### config.mk
export PLATFORM = sky130hd
export DESIGN_NAME = ir_pair_sequencer
export DESIGN_NICKNAME = d
export VERILOG_FILES = /design/src/rtl/ir_pair_sequencer.sv
export SDC_FILE = /design/constraint.sdc
export NUM_CORES = 1
export LEC_CHECK = 0
export BUFFER_PORTS_ARGS = -buffer_cell sky130_fd_sc_hd__buf_2
export CORE_MARGIN = 1
export CORE_UTILIZATION = 40
export DETAILED_ROUTE_END_ITERATION = 8
export HOLD_SLACK_MARGIN = 0.02
export SYNTH_ARGS = -nofsm -noshare
export SYNTH_HDL_FRONTEND = slang
export SYNTH_SLANG_ARGS = --single-unit
### constraint.sdc
create_clock -name clk -period 4.35 [get_ports clk]
set_input_delay 0.87 -clock clk [delete_from_list [all_inputs] [get_ports clk]]
set_output_delay 0.87 -clock clk [all_outputs]
set_load 0.005 [all_outputs]
### src/rtl/ir_pair_sequencer.sv
// Steps NUM_PAIRS IR emitter/receiver pairs through settle and right/left A2D conversions,
// publishing one weighted-difference error word per frame. Define IR_ERR_SAT_EN to saturate
// the error word (otherwise it wraps).
`timescale 1ns/1ps

module ir_pair_sequencer #(
    parameter int NUM_PAIRS     = 3,
    parameter int SETTLE_CYCLES = 4096,
    parameter int RES_W         = 12,
    parameter int ACC_W         = 16,
    parameter int ERR_W         = 12,
    parameter int CHNL_W        = 3
) (
    input  logic                 clk,
    input  logic                 rst_n,
    input  logic                 go,
    output logic                 strt_cnv,
    output logic [CHNL_W-1:0]    chnnl,
    input  logic                 cnv_cmplt,
    input  logic [RES_W-1:0]     A2D_res,
    output logic [NUM_PAIRS-1:0] IR_en,
    output logic [ERR_W-1:0]     error,
    output logic                 err_vld,
    output logic                 err_sat,
    output logic                 busy
);

    localparam int PAIR_W  = (NUM_PAIRS > 1) ? $clog2(NUM_PAIRS) : 1;
    localparam int TIMER_W = $clog2(SETTLE_CYCLES);

    localparam logic [PAIR_W-1:0]    LAST_PAIR   = PAIR_W'(NUM_PAIRS - 1);
    localparam logic [TIMER_W-1:0]   SETTLE_LAST = TIMER_W'(SETTLE_CYCLES - 1);
    localparam logic [NUM_PAIRS-1:0] FIRST_EN    = NUM_PAIRS'(1);

    localparam logic [2:0] IDLE   = 3'd0;
    localparam logic [2:0] SETTLE = 3'd1;
    localparam logic [2:0] WAIT_R = 3'd2;
    localparam logic [2:0] WAIT_L = 3'd3;
    localparam logic [2:0] DONE   = 3'd4;

    logic [2:0]           state, state_nxt;
    logic [PAIR_W-1:0]    pair, pair_nxt;
    logic [TIMER_W-1:0]   timer, timer_nxt;
    logic [ACC_W-1:0]     acc, acc_nxt;
    logic [NUM_PAIRS-1:0] ir_en_nxt;
    logic [CHNL_W-1:0]    chnnl_nxt;
    logic                 strt_nxt;
    logic [ERR_W-1:0]     err_nxt;
    logic                 vld_nxt;
    logic                 sat_nxt;
    logic [ACC_W-1:0]     sample_term;
    logic [ERR_W-1:0]     lim_err;
    logic                 lim_sat;

    // Pair i carries weight 2^i, so each sample is scaled before it is accumulated.
    assign sample_term = {{(ACC_W - RES_W){1'b0}}, A2D_res} << pair;

`ifdef IR_ERR_SAT_EN
    localparam logic signed [ACC_W-1:0] ERR_MAX =
        {{(ACC_W - ERR_W + 1){1'b0}}, {(ERR_W - 1){1'b1}}};
    localparam logic signed [ACC_W-1:0] ERR_MIN =
        {{(ACC_W - ERR_W + 1){1'b1}}, {(ERR_W - 1){1'b0}}};

    always_comb begin
        lim_err = acc[ERR_W-1:0];
        lim_sat = 1'b0;
        if ($signed(acc) > ERR_MAX) begin
            lim_err = ERR_MAX[ERR_W-1:0];
            lim_sat = 1'b1;
        end else if ($signed(acc) < ERR_MIN) begin
            lim_err = ERR_MIN[ERR_W-1:0];
            lim_sat = 1'b1;
        end
    end
`else
    always_comb begin
        lim_err = acc[ERR_W-1:0];
        lim_sat = 1'b0;
    end
`endif

    always_comb begin
        state_nxt = state;
        pair_nxt  = pair;
        timer_nxt = timer;
        acc_nxt   = acc;
        ir_en_nxt = IR_en;
        chnnl_nxt = chnnl;
        strt_nxt  = 1'b0;
        err_nxt   = error;
        vld_nxt   = 1'b0;
        sat_nxt   = err_sat;

        case (state)
            IDLE: begin
                if (go) begin
                    acc_nxt   = '0;
                    pair_nxt  = '0;
                    ir_en_nxt = FIRST_EN;
                    timer_nxt = '0;
                    state_nxt = SETTLE;
                end
            end
            SETTLE: begin
                if (!go) begin
                    ir_en_nxt = '0;
                    state_nxt = IDLE;
                end else begin
                    timer_nxt = timer + 1'b1;
                    if (timer == SETTLE_LAST) begin
                        chnnl_nxt = CHNL_W'({pair, 1'b0});
                        strt_nxt  = 1'b1;
                        state_nxt = WAIT_R;
                    end
                end
            end
            WAIT_R: begin
                if (!go) begin
                    ir_en_nxt = '0;
                    state_nxt = IDLE;
                end else if (cnv_cmplt) begin
                    acc_nxt   = acc + sample_term;
                    chnnl_nxt = CHNL_W'({pair, 1'b1});
                    strt_nxt  = 1'b1;
                    state_nxt = WAIT_L;
                end
            end
            WAIT_L: begin
                if (!go) begin
                    ir_en_nxt = '0;
                    state_nxt = IDLE;
                end else if (cnv_cmplt) begin
                    acc_nxt = acc - sample_term;
                    if (pair == LAST_PAIR) begin
                        ir_en_nxt = '0;
                        state_nxt = DONE;
                    end else begin
                        pair_nxt  = pair + 1'b1;
                        ir_en_nxt = IR_en << 1;
                        timer_nxt = '0;
                        state_nxt = SETTLE;
                    end
                end
            end
            DONE: begin
                err_nxt = lim_err;
                vld_nxt = 1'b1;
                sat_nxt = lim_sat;
                if (go) begin
                    acc_nxt   = '0;
                    pair_nxt  = '0;
                    ir_en_nxt = FIRST_EN;
                    timer_nxt = '0;
                    state_nxt = SETTLE;
                end else begin
                    state_nxt = IDLE;
                end
            end
            default: begin
                ir_en_nxt = '0;
                state_nxt = IDLE;
            end
        endcase
    end

    // busy is registered from the next state so it tracks the FSM without a combinational path.
    always_ff @(posedge clk or negedge rst_n) begin
        if (!rst_n) begin
            state    <= IDLE;
            pair     <= '0;
            timer    <= '0;
            acc      <= '0;
            IR_en    <= '0;
            chnnl    <= '0;
            strt_cnv <= 1'b0;
            error    <= '0;
            err_vld  <= 1'b0;
            err_sat  <= 1'b0;
            busy     <= 1'b0;
        end else begin
            state    <= state_nxt;
            pair     <= pair_nxt;
            timer    <= timer_nxt;
            acc      <= acc_nxt;
            IR_en    <= ir_en_nxt;
            chnnl    <= chnnl_nxt;
            strt_cnv <= strt_nxt;
            error    <= err_nxt;
            err_vld  <= vld_nxt;
            err_sat  <= sat_nxt;
            busy     <= (state_nxt != IDLE);
        end
    end

endmodule

==> impl_metrics.json <==
{
  "status": "completed",
  "ctsHoldBuffers": 0,
  "dr.pass1.iters": 4,
  "finish.net_count": 391,
  "dieArea_um2": 8160,
  "port_buffers": 36,
  "h-tree-depth": 2,
  "worstPathRequired_ns": 4.59,
  "synthesis.nets": 360,
  "synth-async-reset-ratio_pct": 100,
  "crit_arrival_ns": 3.93,
  "tns_ns": 0,
  "drive_gt1_share_pct": 18.9,
  "finalPower_uw": 1250,
  "coreArea_um2": 7410,
  "max_cap_violations": 0,
  "cts_tree": "yes",
  "tightest_slew_ns": 0.670,
  "die_x_um": 90.3,
  "p_leak_uw": 0.00169,
  "antenna_left": 0,
  "syn_inst": 329,
  "grt_pass1_wl_mm": 11.2,
  "end_kind": "register",
  "ys_warn_count": 0,
  "wl_per_cell_um": 13.9,
  "grt_max_degree": 51,
  "critPathKind": "register to register",
  "grt_pass1_vias": 2332,
  "pre_cts_ws_ns": 0.357,
  "insertedDiodeCount": 0,
  "drc_errors": 0,
  "core.rowCount": 31,
  "drv_slew": 0,
  "clk_latency_ns": 0.31,
  "critical_path.max_fanout": 8,
  "vias": 2429,
  "clock_path_buffers": 2,
  "cp-start-kind": "register",
  "synthesis.area_um2": 3120,
  "routed_wl_mm": 6.38,
  "utilization_pct": 46.6,
  "fmax_ghz": 0.271,
  "start_util_pct": 42.1,
  "clkTransAtPathRegs_ns": 0.09,
  "cts_setup_buffers": 0,
  "viasPerCell": 5.29,
  "syn2layout_area_growth_pct": 10.6,
  "setup_ws_ns": 0.662,
  "die_h_um": 90.3,
  "globalplace.congestion": 0.802,
  "rsz0062_at_grt": "no",
  "ys_ff_latch": 50,
  "skew_ns": 0.0146,
  "synth_flop_cell": "dfrtp_1",
  "cts_sinks": 50,
  "yosysSeqAreaShare_pct": 40.1,
  "n_fill_cell": 729,
  "cts_buffers": 5,
  "drtIter0Drc": 103,
  "cts_resized": 0,
  "synth_edf_count": 0,
  "grtUsageTotal_pct": 17.2,
  "p_per_area_nw_per_um2": 362,
  "io_pins": 38,
  "holdCritPathClass": "register to register",
  "finalCritPeriodShare_pct": 84.8,
  "overflow": 0,
  "finalHoldViolations": 0,
  "synthDistinctLibCells": 54,
  "clockRootBuffer": "clkbuf_8",
  "ir_drop_uv": 168,
  "place_hpwl_mm": 4.76,
  "slew-limit-headroom_pct": 55.1,
  "antenna_found_initial": 0,
  "syn_area_per_cell_um2": 9.48,
  "setup_viol": 0,
  "fin_crit_ns": 3.69
}
-- cells by family (layout without fill, tap and decap cells) --
family,count (synthesis),count (layout),share of synthesized area [%]
AOI/OAI and AO/OA,79,79,17.2
xor gates and xnor gates,20,20,5.61
adders and majority gates,15,15,6.26
buffers and inverters,30,61,4.13
DFF,50,50,40.1
muxes,24,24,9.78
other,1,1,0.120
and+or+nand+nor,110,110,16.8
-- where the power goes --
group | switching (µW) | internal (µW) | leakage [µW]
Combinational | 251 | 202 | 0.000975
Sequential | 39.0 | 495 | 0.000680
Clock | 151 | 111 | 0.0000373
-- per-stage QoR --
stage	hold WS, ns	std cells	instance area (µm²)
after detailed placement	0.485	452	3370
after global routing	0.527	459	3450
after floorplan	0.465	329	3120
after CTS	0.507	459	3450
after global placement	0.470	452	3370
final	0.503	459	3450
-- layout by cell type (no fill, tap or decap), types with 6 or more instances in the layout --
cell type	instances
a21oi_1	15
and3_1	6
buf_2	36
dfrtp_1	50
ha_1	14
inv_1	15
mux2_2	15
nand2_1	44
nand3_1	7
nor2_1	20
o21ai_0	25
or3_1	8
xnor2_1	7
xor2_1	13
-- sequential cells by signal, summed over array words and instances (netlist names) --
register / cells
IR_en: 3
acc: 12
busy: 1
chnnl: 3
err_vld: 1
error: 12
pair: 2
state: 3
strt_cnv: 1
timer: 12
-- worst paths after layout --
path,end,depth (start not counted),start,slack [ns]
max,acc[11],13,pair[0],0.66
min,IR_en[2],1,IR_en[2],0.50
max reg2reg,acc[11],13,pair[0],0.66
min reg2reg,IR_en[2],1,IR_en[2],0.50
max in group asynchronous,error[7],2,rst_n,3.25
min in group asynchronous,timer[8],2,rst_n,0.66
-- per-layer routing --
layer | share of wire, % | track usage (%) | routed length (µm) | vias up
li1 | - | - | - | 1231
met1 | 51 | 23.6 | 3270 | 1132
met2 | 42 | 26.4 | 2690 | 56
met3 | 4.6 | 3.37 | 295 | 10
met4 | 2.0 | 7.53 | 130 | 0
met5 | 0 | 0 | 0 | -
-- final cells by class --
type,count,area (µm²),share of cell area (%)
clock buffers,6,72.6,2.10
repair buffers,38,195,5.66
inverters,16,60.1,1.74
well taps,99,124,3.59
clock inverters,1,7.51,0.218
flip-flops and latches,50,1250,36.3
multi-input cells,249,1740,50.4
-- worst max-delay path, stage by stage, from the launching register on --
cell	delay, ns
dfrtp_1	0.58
mux2_2	0.37
o21ai_0	0.38
nand4_1	0.23
o21ai_0	0.29
xor2_1	0.12
ha_1	0.25
nor4_1	0.24
a32oi_1	0.20
a21o_1	0.19
a21oi_1	0.17
xnor2_1	0.10
or4_1	0.42
o21ai_2	0.07
-- cells in the mapped netlist, types with 4 or more instances --
cell type   n  area share [%]
a21oi_1    15             2.4
xor2_1     13             3.6
nand3_1     7             1.1
a32o_1      4             1.3
o21a_1      4            0.96
nand2_1    44             5.3
inv_1      15             1.8
nor2_1     20             2.4
nor2b_1     5             1.0
xnor2_1     7             2.0
nand4_1     5             1.0
o21ai_0    25             4.0
mux2_2     15             5.4
ha_1       14             5.6
mux2i_1     5             1.6
dfrtp_1    50              40
clkbuf_1    9             1.1
or3_1       8             1.6
a22o_1      4             1.1
and3_1      6             1.2
nand2b_1    5             1.0
o31ai_1     4            0.96
a21o_1      5             1.2
No activity file was read; power rests on OpenSTA's default activity.
